$ cat src/rtl/fifo_pkg.sv
// Shared FIFO pointer helpers: Gray/binary conversion, pointer type and
// synchroniser limits used by the pointer synchronisers and their siblings.
package fifo_pkg;

  localparam int unsigned SYNC_STAGES_MIN = 2;
  localparam int unsigned PTR_ADDRSIZE    = 4;
  localparam int unsigned CODE_W_MAX      = 32;

  typedef logic [PTR_ADDRSIZE:0] ptr_t;

  // Callers zero-extend into CODE_W_MAX bits; bits at or above width are ignored.
  function automatic logic [CODE_W_MAX-1:0] gray2bin(input logic [CODE_W_MAX-1:0] g,
                                                     input int unsigned width);
    logic [CODE_W_MAX:0]   acc;
    logic [CODE_W_MAX-1:0] g_m;
    for (int i = 0; i < CODE_W_MAX; i++) begin
      g_m[i] = (i < width) ? g[i] : 1'b0;
    end
    acc = '0;
    for (int i = CODE_W_MAX - 1; i >= 0; i--) begin
      acc[i] = acc[i+1] ^ g_m[i];
    end
    return acc[CODE_W_MAX-1:0];
  endfunction

  function automatic logic [CODE_W_MAX-1:0] bin2gray(input logic [CODE_W_MAX-1:0] b);
    return b ^ (b >> 1);
  endfunction

endpackage

$ cat src/rtl/sync_ptr_gray_if.sv
// Pointer synchroniser bus: foreign Gray pointer and error clear in,
// synchronised Gray/binary pointer, advance and status out.
interface sync_ptr_gray_if #(
  parameter int unsigned ADDRSIZE = 4
);

  logic [ADDRSIZE:0] ptr_gray_in;
  logic              err_clr;
  logic [ADDRSIZE:0] sync_gray;
  logic [ADDRSIZE:0] sync_bin;
  logic [ADDRSIZE:0] ptr_delta;
  logic              delta_nz;
  logic              sync_valid;
  logic              gray_err;

  modport master (
    output ptr_gray_in, err_clr,
    input  sync_gray, sync_bin, ptr_delta, delta_nz, sync_valid, gray_err
  );

  modport slave (
    input  ptr_gray_in, err_clr,
    output sync_gray, sync_bin, ptr_delta, delta_nz, sync_valid, gray_err
  );

endinterface

$ cat src/rtl/sync_stage_chain.sv
// Plain async-reset register chain used as a clock-domain synchroniser;
// no logic between stages. STAGES must be at least 2.
module sync_stage_chain #(
  parameter int unsigned WIDTH  = 5,
  parameter int unsigned STAGES = 2
) (
  input  logic             wclk,
  input  logic             wrst,
  input  logic [WIDTH-1:0] d,
  output logic [WIDTH-1:0] q_last,
  output logic [WIDTH-1:0] q_prev
);

  logic [STAGES-1:0][WIDTH-1:0] stage_r;

  // shift chain, stage 0 samples the foreign-domain input
  always_ff @(posedge wclk or negedge wrst) begin
    if (!wrst) begin
      stage_r <= '0;
    end else begin
      stage_r <= {stage_r[STAGES-2:0], d};
    end
  end

  assign q_last = stage_r[STAGES-1];
  assign q_prev = stage_r[STAGES-2];

endmodule

$ cat src/rtl/sync_ptr_gray.sv
// N-flop Gray pointer synchroniser with registered binary copy, per-cycle
// pointer advance, fill tracking and a sticky multi-bit Gray change flag.
module sync_ptr_gray
  import fifo_pkg::*;
#(
  parameter int unsigned ADDRSIZE = 4,
  parameter int unsigned STAGES   = 2
) (
  input  logic           wclk,
  input  logic           wrst,
  sync_ptr_gray_if.slave bus
);

  localparam int unsigned PTR_W    = ADDRSIZE + 1;
  localparam int unsigned FILL_MAX = STAGES + 1;
  localparam int unsigned FILL_W   = $clog2(FILL_MAX + 1);

  if (STAGES < SYNC_STAGES_MIN) begin : g_stages_check
    $error("sync_ptr_gray: STAGES must be at least %0d", SYNC_STAGES_MIN);
  end

  logic [PTR_W-1:0]  sync_last_s;
  logic [PTR_W-1:0]  sync_prev_s;
  logic [PTR_W-1:0]  sync_bin_s;
  logic [PTR_W-1:0]  delta_s;
  logic              delta_nz_s;
  logic [FILL_W-1:0] fill_s;
  logic              valid_s;
  logic              multibit_s;
  logic              err_s;

  logic [PTR_W-1:0]  sync_bin_r;
  logic [PTR_W-1:0]  delta_r;
  logic              delta_nz_r;
  logic [FILL_W-1:0] fill_r;
  logic              sync_valid_r;
  logic              gray_err_r;

  sync_stage_chain #(
    .WIDTH  (PTR_W),
    .STAGES (STAGES)
  ) u_chain (
    .wclk   (wclk),
    .wrst   (wrst),
    .d      (bus.ptr_gray_in),
    .q_last (sync_last_s),
    .q_prev (sync_prev_s)
  );

  // sync_bin_r doubles as the previous-binary register for the advance
  always_comb begin
    sync_bin_s = PTR_W'(gray2bin(CODE_W_MAX'(sync_last_s), PTR_W));
    delta_s    = '0;
    if (sync_valid_r) begin
      delta_s = sync_bin_s - sync_bin_r;
    end else begin
      delta_s = '0;
    end
    delta_nz_s = (delta_s != '0);

    fill_s = fill_r;
    if (fill_r == FILL_W'(FILL_MAX)) begin
      fill_s = fill_r;
    end else begin
      fill_s = fill_r + FILL_W'(1);
    end
    valid_s = sync_valid_r | (fill_s == FILL_W'(FILL_MAX));

    // stage[STAGES-2] is the next value of the last stage; set beats clear
    multibit_s = ($countones(sync_last_s ^ sync_prev_s) > 32'sd1);
    err_s      = gray_err_r;
    if (sync_valid_r && multibit_s) begin
      err_s = 1'b1;
    end else if (bus.err_clr) begin
      err_s = 1'b0;
    end else begin
      err_s = gray_err_r;
    end
  end

  // output and status registers
  always_ff @(posedge wclk or negedge wrst) begin
    if (!wrst) begin
      sync_bin_r   <= '0;
      delta_r      <= '0;
      delta_nz_r   <= 1'b0;
      fill_r       <= '0;
      sync_valid_r <= 1'b0;
      gray_err_r   <= 1'b0;
    end else begin
      sync_bin_r   <= sync_bin_s;
      delta_r      <= delta_s;
      delta_nz_r   <= delta_nz_s;
      fill_r       <= fill_s;
      sync_valid_r <= valid_s;
      gray_err_r   <= err_s;
    end
  end

  assign bus.sync_gray  = sync_last_s;
  assign bus.sync_bin   = sync_bin_r;
  assign bus.ptr_delta  = delta_r;
  assign bus.delta_nz   = delta_nz_r;
  assign bus.sync_valid = sync_valid_r;
  assign bus.gray_err   = gray_err_r;

endmodule

$ cat src/flat_wrapper.sv
// flat-port wrapper written by rule: the top's interface ports become plain ports
module sync_ptr_gray_flat import fifo_pkg::*;
#(
  parameter int unsigned ADDRSIZE = 4,
  parameter int unsigned STAGES   = 2
)
  (wclk, wrst, bus_ptr_gray_in, bus_err_clr, bus_sync_gray, bus_sync_bin, bus_ptr_delta, bus_delta_nz, bus_sync_valid, bus_gray_err);
  sync_ptr_gray_if #(.ADDRSIZE(ADDRSIZE)) bus_i ();
  input  logic wclk;
  input  logic wrst;
  input wire logic [$bits(bus_i.ptr_gray_in)-1:0] bus_ptr_gray_in;
  input wire logic [$bits(bus_i.err_clr)-1:0] bus_err_clr;
  output wire logic [$bits(bus_i.sync_gray)-1:0] bus_sync_gray;
  output wire logic [$bits(bus_i.sync_bin)-1:0] bus_sync_bin;
  output wire logic [$bits(bus_i.ptr_delta)-1:0] bus_ptr_delta;
  output wire logic [$bits(bus_i.delta_nz)-1:0] bus_delta_nz;
  output wire logic [$bits(bus_i.sync_valid)-1:0] bus_sync_valid;
  output wire logic [$bits(bus_i.gray_err)-1:0] bus_gray_err;
  assign bus_i.ptr_gray_in = bus_ptr_gray_in;
  assign bus_i.err_clr = bus_err_clr;
  assign bus_sync_gray = bus_i.sync_gray;
  assign bus_sync_bin = bus_i.sync_bin;
  assign bus_ptr_delta = bus_i.ptr_delta;
  assign bus_delta_nz = bus_i.delta_nz;
  assign bus_sync_valid = bus_i.sync_valid;
  assign bus_gray_err = bus_i.gray_err;
  sync_ptr_gray #(.ADDRSIZE(ADDRSIZE), .STAGES(STAGES)) u_core (.wclk(wclk), .wrst(wrst), .bus(bus_i));
endmodule
$ cat config.mk
export PLATFORM = sky130hd
export DESIGN_NAME = sync_ptr_gray_flat
export DESIGN_NICKNAME = d
export VERILOG_FILES = /design/src/rtl/fifo_pkg.sv /design/src/rtl/sync_ptr_gray_if.sv /design/src/rtl/sync_stage_chain.sv /design/src/rtl/sync_ptr_gray.sv /design/src/flat_wrapper.sv
export SDC_FILE = /design/constraint.sdc
export NUM_CORES = 1
export LEC_CHECK = 0
export CORE_MARGIN = 3
export CORE_UTILIZATION = 49
export CTS_BUF_LIST = sky130_fd_sc_hd__clkbuf_2 sky130_fd_sc_hd__clkbuf_4 sky130_fd_sc_hd__clkbuf_8
export DETAILED_ROUTE_END_ITERATION = 7
export PLACE_DENSITY = 0.8
export SLEW_MARGIN = 40
export SYNTH_ARGS = -nofsm -noshare
export SYNTH_HDL_FRONTEND = slang
export SYNTH_HIERARCHICAL = 1
export SYNTH_SLANG_ARGS = --single-unit
$ cat constraint.sdc
create_clock -name wclk -period 3.8 [get_ports wclk]
set_input_delay 1.14 -clock wclk [delete_from_list [all_inputs] [get_ports wclk]]
set_output_delay 1.14 -clock wclk [all_outputs]
set_load 0.05 [all_outputs]
==> impl_metrics.py, run 1 <==
metrics = {
    "layout": {
        "layout-drive-gt1-share": 0.0882,
        "area_growth_pct": 31.3,
        "stdcell_area_mm2": 0.00133,
        "final_core_util": 0.722,
        "ff_latch_area_um2": 626,
        "multi_input_area_um2": 359,
        "diodes": 0,
        "fin_cells": 127,
        "finalNetCount": 118,
        "nFillCells": 149,
    },
    "worst_setup_path": {
        "critPathLaunchType": "flip-flop",
        "reg2reg_slack_ns": 0.88,
        "cp_slowest_cell": "dfrtp_1",
        "cp_num_buf_inv": 1,
        "required_ns": 4.00,
        "ff2ff_path_depth": 11,
        "cp-end-kind": "flip-flop",
        "path_class": "flip-flop to flip-flop",
        "r2r_end": "u_core/bus.delta_nz$_DFF_PN0_",
        "critPathMaxFanout": 5,
        "arrival_ns": 3.12,
        "crit_path_max_incr_delay_ns": 0.48,
        "cp_top_family": "XOR/XNOR gates",
        "crit_chain": "xor2_2 -> xor2_2 -> xnor2_1 -> xor2_1 -> ha_1 -> inv_1 -> fa_1 -> a21o_1 -> a21oi_1 -> xnor2_1 -> o41a_1",
        "r2r_start": "u_core/u_chain/q_last[4]$_DFF_PN0_",
    },
    "sta": {
        "rsz0062_at_grt": "false",
        "timing.final.crit_share": 0.767,
        "timing.setup.tns_ns": 0,
        "tightest_slew_ns": 0.501,
        "slew_violations": 0,
        "relSlewSlack": 0.665,
        "hold_violations": 0,
        "final-setup-viol-count": 0,
        "finalCriticalPeriod_ns": 2.92,
        "final.setup.worst_slack_ns": 0.884,
        "skew_ns": 0.00185,
        "fmax_mhz": 343,
    },
    "yosys": {
        "synth.area.top_cells": "dfrtp_1, ha_1, xnor2_1, xor2_1, fa_1",
        "synth_fp_nets": 87,
        "synth_cell_types": 18,
        "synth_area_leader_cell": "dfrtp_1",
        "ys_top_cells_by_count": "dfrtp_1, inv_1, xnor2_1",
        "synthFlopType": "dfrtp_1",
        "synth-seq-area-share": 0.619,
        "synthArstFlopShare": 1.00,
        "syn_avg_cell_area_um2": 14.0,
        "synth_top_area_share": 0.619,
        "synth-edff-count": 0,
        "synth_most_common_cell": "dfrtp_1",
        "yosys_warnings": 6,
        "syn_area_mm2": 0.00101,
        "ys_ff_latch": 25,
        "synthCells": 72,
    },
    "place": {
        "gp_congestion": 0.741,
        "post_dp_cell_area_mm2": 0.00130,
        "port-buffer-count": 25,
        "pre_cts_ws_ns": 0.883,
        "place_hpwl_um": 1160,
        "dp.cells": 123,
    },
    "hold_path": {
        "min-delay-start": "u_core/u_chain/q_prev[3]$_DFF_PN0_",
        "hp-class": "flip-flop to flip-flop",
        "hold_end": "u_core/u_chain/q_last[3]$_DFF_PN0_",
        "hold_depth": 0,
    },
    "clocking": {
        "cts_resized": 0,
        "post_cts_buffers": 0,
        "clockRootBuffer": "clkbuf_4",
        "cts_buffers": 3,
        "cts_buffer_depth": 2,
        "clk_pin_slew_worst_paths_ns": 0.12,
        "cts_tree": "built",
        "clock_sinks": 25,
        "clk_latency_ns": 0.31,
        "cts_hold_buffers": 0,
        "htreeDepth": 1,
    },
    "floorplanning": {
        "dieArea_mm2": 0.00264,
        "fp.dieH_um": 51.4,
        "design.core.area_mm2": 0.00184,
        "die_w_um": 51.4,
        "initial_core_util": 0.550,
        "rows": 15,
        "top_level_ports": 26,
    },
    "global_route": {
        "antenna_found_initial": 0,
        "grt_pass1_wl_um": 2710,
        "grt_remaining_overflow": 0,
        "grt_pass1_vias": 629,
        "gr-usage-all-layers": 0.139,
        "grt_max_degree": 26,
    },
    "pwr": {
        "ir_worst_vdd_mv": 0.366,
        "p_leak_nw": 0.577,
        "powerDensity_mw_per_mm2": 611,
    },
    "routing": {
        "viasPerCell": 4.73,
        "drtAntennaViolNets": 0,
        "drc": 0,
        "num_vias": 601,
        "dr.pass1.iters": 1,
        "drt_iter0_drc": 0,
        "postRouteWirelength_um": 1480,
        "wl_per_cell_um": 11.7,
    },
    "run": {
        "max_cap_violations": 0,
    },
    "status": {
        "status": "completed",
    },
}
power breakdown:
part / switching, W / internal (W) / total (W)
logic: 0.000233 / 0.000139 / 0.000372
clock network: 0.0000732 / 0.0000393 / 0.000112
registers: 0.0000176 / 0.000309 / 0.000327
metrics by stage:
| step | power, W | hold WS, ns |
|---|---|---|
| after floorplan | 0.000589 | 0.372 |
| after global placement | 0.000700 | 0.374 |
| after detailed placement | 0.000709 | 0.380 |
| after CTS | 0.000825 | 0.409 |
| after global routing | 0.000871 | 0.420 |
| final | 0.000811 | 0.404 |
cell type report:
class | instances | share of cell area
sequential | 25 | 0.471
timing repair buffer | 26 | 0.194
tap | 25 | 0.0236
multi-input combinational | 40 | 0.270
clock buffer | 3 | 0.0170
inverter | 7 | 0.0198
clock inverter | 1 | 0.00377
cell usage in the layout (no fill, tap or decap), types with 2 or more instances in the layout:
| master | n |
|---|---|
| xor2_1 | 5 |
| ha_1 | 5 |
| a21oi_1 | 2 |
| inv_1 | 7 |
| nand2b_1 | 3 |
| clkbuf_4 | 3 |
| xor2_2 | 2 |
| xnor2_1 | 7 |
| and2_1 | 4 |
| dfrtp_1 | 25 |
| nor2_1 | 2 |
| or2_2 | 2 |
| fa_1 | 2 |
| clkdlybuf4s50_1 | 25 |
per-layer routing:
layer,share of wire,vias to the layer above,track usage
li1,-,282,-
met1,0.41,297,0.162
met2,0.52,20,0.242
met3,0.063,2,0.0379
met4,0.011,0,0.0524
met5,0,-,0
logic make-up (layout without fill, tap and decap cells):
kind of cell	Yosys count	in the layout	share of synthesized area
simple gates	14	14	0.0804
flops	25	25	0.619
buf+inv	7	37	0.0260
xor+xnor	14	14	0.136
fa+ha+maj	7	7	0.101
compound gates	5	5	0.0371
registers in the layout, indices dropped and copies added (netlist names):
signal / count
u_core/fill_r: 2
u_core/bus.sync_valid: 1
u_core/bus.delta_nz: 1
u_core/bus.ptr_delta: 5
u_core/bus.gray_err: 1
u_core/bus.sync_bin: 5
u_core/u_chain/q_last: 5
u_core/u_chain/q_prev: 5
worst register-to-register path: stages, from the launching register on:
cell     delay (ns)
dfrtp_1        0.48
xor2_2         0.23
xor2_2         0.18
xnor2_1        0.30
xor2_1         0.18
ha_1           0.17
inv_1          0.05
fa_1           0.40
a21o_1         0.17
a21oi_1        0.17
xnor2_1        0.11
o41a_1         0.37
worst max-delay path by stage:
stage / cells after the start / start / slack [ns] / to
2_1_floorplan: 11 / u_core/u_chain/q_last[4]$_DFF_PN0_ / 0.75 / u_core/bus.delta_nz$_DFF_PN0_
3_3_place_gp: 11 / u_core/u_chain/q_last[4]$_DFF_PN0_ / 0.94 / u_core/bus.delta_nz$_DFF_PN0_
3_5_place_dp: 11 / u_core/u_chain/q_last[4]$_DFF_PN0_ / 0.88 / u_core/bus.delta_nz$_DFF_PN0_
4_1_cts: 11 / u_core/u_chain/q_last[4]$_DFF_PN0_ / 0.86 / u_core/bus.delta_nz$_DFF_PN0_
5_1_grt: 11 / u_core/u_chain/q_last[4]$_DFF_PN0_ / 0.63 / u_core/bus.delta_nz$_DFF_PN0_
6_report: 11 / u_core/u_chain/q_last[4]$_DFF_PN0_ / 0.88 / u_core/bus.delta_nz$_DFF_PN0_
(Power assumes the default switching activity.)
==> run 2: changes to the inputs <==
- clock period: 3.8 -> 3.01 ns (I/O delays scaled with it)
==> run 2 against run 1 <==
- die area did not move
- combinational power grew 29%
- final cell count rose by 3.1%
==> impl_metrics.py, run 2 (synthesized netlist as in run 1, its figures left out) <==
metrics = {
    "status": {
        "status": "completed",
    },
    "routing": {
        "dr.pass1.iters": 6,
        "viasPerCell": 4.68,
        "wl_per_cell_um": 11.8,
        "postRouteWirelength_um": 1550,
        "drt_iter0_drc": 3,
        "drtAntennaViolNets": 0,
        "drc": 0,
        "num_vias": 613,
    },
    "floorplanning": {
        "top_level_ports": 26,
        "die_w_um": 51.4,
        "initial_core_util": 0.550,
        "fp.dieH_um": 51.4,
        "rows": 15,
        "design.core.area_mm2": 0.00184,
        "dieArea_mm2": 0.00264,
    },
    "clocking": {
        "clk_latency_ns": 0.30,
        "cts_buffer_depth": 2,
        "clock_sinks": 25,
        "clockRootBuffer": "clkbuf_4",
        "cts_tree": "built",
        "cts_buffers": 3,
        "clk_pin_slew_worst_paths_ns": 0.13,
        "htreeDepth": 1,
    },
    "layout": {
        "area_growth_pct": 36.5,
        "stdcell_area_mm2": 0.00138,
        "fin_cells": 131,
        "layout-drive-gt1-share": 0.142,
        "final_cell_mix": "clkdlybuf4s50_1, dfrtp_1, inv_1",
        "finalNetCount": 122,
        "final_common_cell": "clkdlybuf4s50_1",
        "diodes": 0,
    },
    "pwr": {
        "p_comb_frac": 0.461,
        "p_int_w": 0.000636,
        "p_clk_frac": 0.145,
        "p_switching_w": 0.000408,
        "switching_share": 0.391,
        "p_leak_nw": 0.604,
        "powerDensity_mw_per_mm2": 757,
        "power_w": 0.00104,
        "pwr-share-seq": 0.395,
        "ir_worst_vdd_mv": 0.449,
    },
    "global_route": {
        "grt.met1_usage": 0.144,
        "busiest_layer": "met2",
        "grt_pass1_wl_um": 2690,
        "antenna_found_initial": 0,
        "use_met3": 0.0321,
        "grt_pass1_vias": 646,
        "grt_max_degree": 26,
        "gr-usage-all-layers": 0.136,
        "use_met2": 0.261,
        "grt_remaining_overflow": 0,
    },
    "sta": {
        "slew_violations": 0,
        "relSlewSlack": 0.665,
        "tightest_slew_ns": 0.501,
        "final-setup-viol-count": 0,
        "hold_violations": 0,
        "whs_ns": 0.408,
        "skew_ns": 0.00214,
        "timing.final.crit_share": 0.948,
        "finalCriticalPeriod_ns": 2.85,
        "final.setup.worst_slack_ns": 0.156,
        "fmax_mhz": 350,
    },
    "place": {
        "place_hpwl_um": 1130,
        "gp_congestion": 0.740,
        "port-buffer-count": 25,
        "dp.cells": 123,
        "post_dp_cell_area_mm2": 0.00130,
        "pre_cts_ws_ns": 0.0952,
    },
    "run": {
        "max_cap_violations": 0,
    },
    "worst_setup_path": {
        "arrival_ns": 3.05,
        "path_class": "flip-flop to flip-flop",
        "cp-startpoint": "u_core/u_chain/q_last[4]$_DFF_PN0_",
        "critPathMaxFanout": 3,
        "reg2reg_slack_ns": 0.16,
        "critPathLaunchType": "flip-flop",
        "cp-end-kind": "flip-flop",
        "required_ns": 3.21,
        "r2r_end": "u_core/bus.delta_nz$_DFF_PN0_",
        "crit_end": "u_core/bus.delta_nz$_DFF_PN0_",
        "ff2ff_path_depth": 11,
        "r2r_start": "u_core/u_chain/q_last[4]$_DFF_PN0_",
    },
    "hold_path": {
        "hp-class": "flip-flop to flip-flop",
    },
}
## run 2: changes by cell type in the layout (fill, tap and decap cells not counted), sizes merged
cell / previous run / this run
clkbuf: 3 / 4
buf: 1 / 5
clkinv: 1 / 0
## run 2: critical path, stage by stage (launching register included)
cell     delay (ns)
dfrtp_2        0.47
xor2_4         0.21
xor2_2         0.21
xnor2_2        0.25
xor2_1         0.18
ha_1           0.18
inv_1          0.05
fa_1           0.39
a21o_1         0.17
a21oi_1        0.17
xnor2_1        0.10
o41a_1         0.36
## run 2: layout make-up
class                      count  area, um^2
multi-input combinational     40         378
sequential                    25         627
inverter                       7        26.3
tap                           25        31.3
clock buffer                   4        30.0
timing repair buffer          30         288
fill                         132         459
## run 2: per-stage QoR
step,setup TNS [ns],utilization
6_report,0,0.750
5_1_grt,-0.000243,0.750
4_1_cts,0,0.724
3_5_place_dp,0,0.707
3_3_place_gp,0,0.707
2_1_floorplan,0,-
## run 2: metal layers
layer	share of wire	up-vias
li1	-	291
met1	0.40	300
met2	0.54	20
met3	0.056	2
met4	0.0058	0
met5	0	-
## run 2: repair_timing
item / in CTS / in global routing
buffers inserted: 0 / 4
hold buffers: 0 / 0
hold endpoints to repair: 0 / 0
setup endpoints to repair: 0 / 1
resized for setup: 0 / 2
## run 2: worst min path at each step
stage / end / cells past startpoint / slack, ns / startpoint
CTS: u_core/u_chain/q_last[0]$_DFF_PN0_ / 0 / 0.41 / u_core/u_chain/q_prev[0]$_DFF_PN0_
global placement: u_core/u_chain/q_last[2]$_DFF_PN0_ / 0 / 0.37 / u_core/u_chain/q_prev[2]$_DFF_PN0_
floorplan: u_core/u_chain/q_last[4]$_DFF_PN0_ / 0 / 0.37 / u_core/u_chain/q_prev[4]$_DFF_PN0_
detailed placement: u_core/u_chain/q_last[0]$_DFF_PN0_ / 0 / 0.38 / u_core/u_chain/q_prev[0]$_DFF_PN0_
global route: u_core/u_chain/q_last[3]$_DFF_PN0_ / 0 / 0.43 / u_core/u_chain/q_prev[3]$_DFF_PN0_
finish: u_core/u_chain/q_last[0]$_DFF_PN0_ / 0 / 0.41 / u_core/u_chain/q_prev[0]$_DFF_PN0_
## run 2: power by group through the flow
stage	Sequential, W	Combinational [W]	Clock, W
2_1_floorplan	0.000606	0.000138	0
3_3_place_gp	0.000419	0.000466	0
3_5_place_dp	0.000420	0.000471	0
4_1_cts	0.000413	0.000473	0.000158
5_1_grt	0.000419	0.000520	0.000177
6_report	0.000412	0.000481	0.000151
==> run 3: changes to the inputs <==
- CTS_CLUSTER_SIZE: unset -> 12
==> results of run 3 <==
Same layout as run 2: the final DEF is identical, and so are final timing and power.
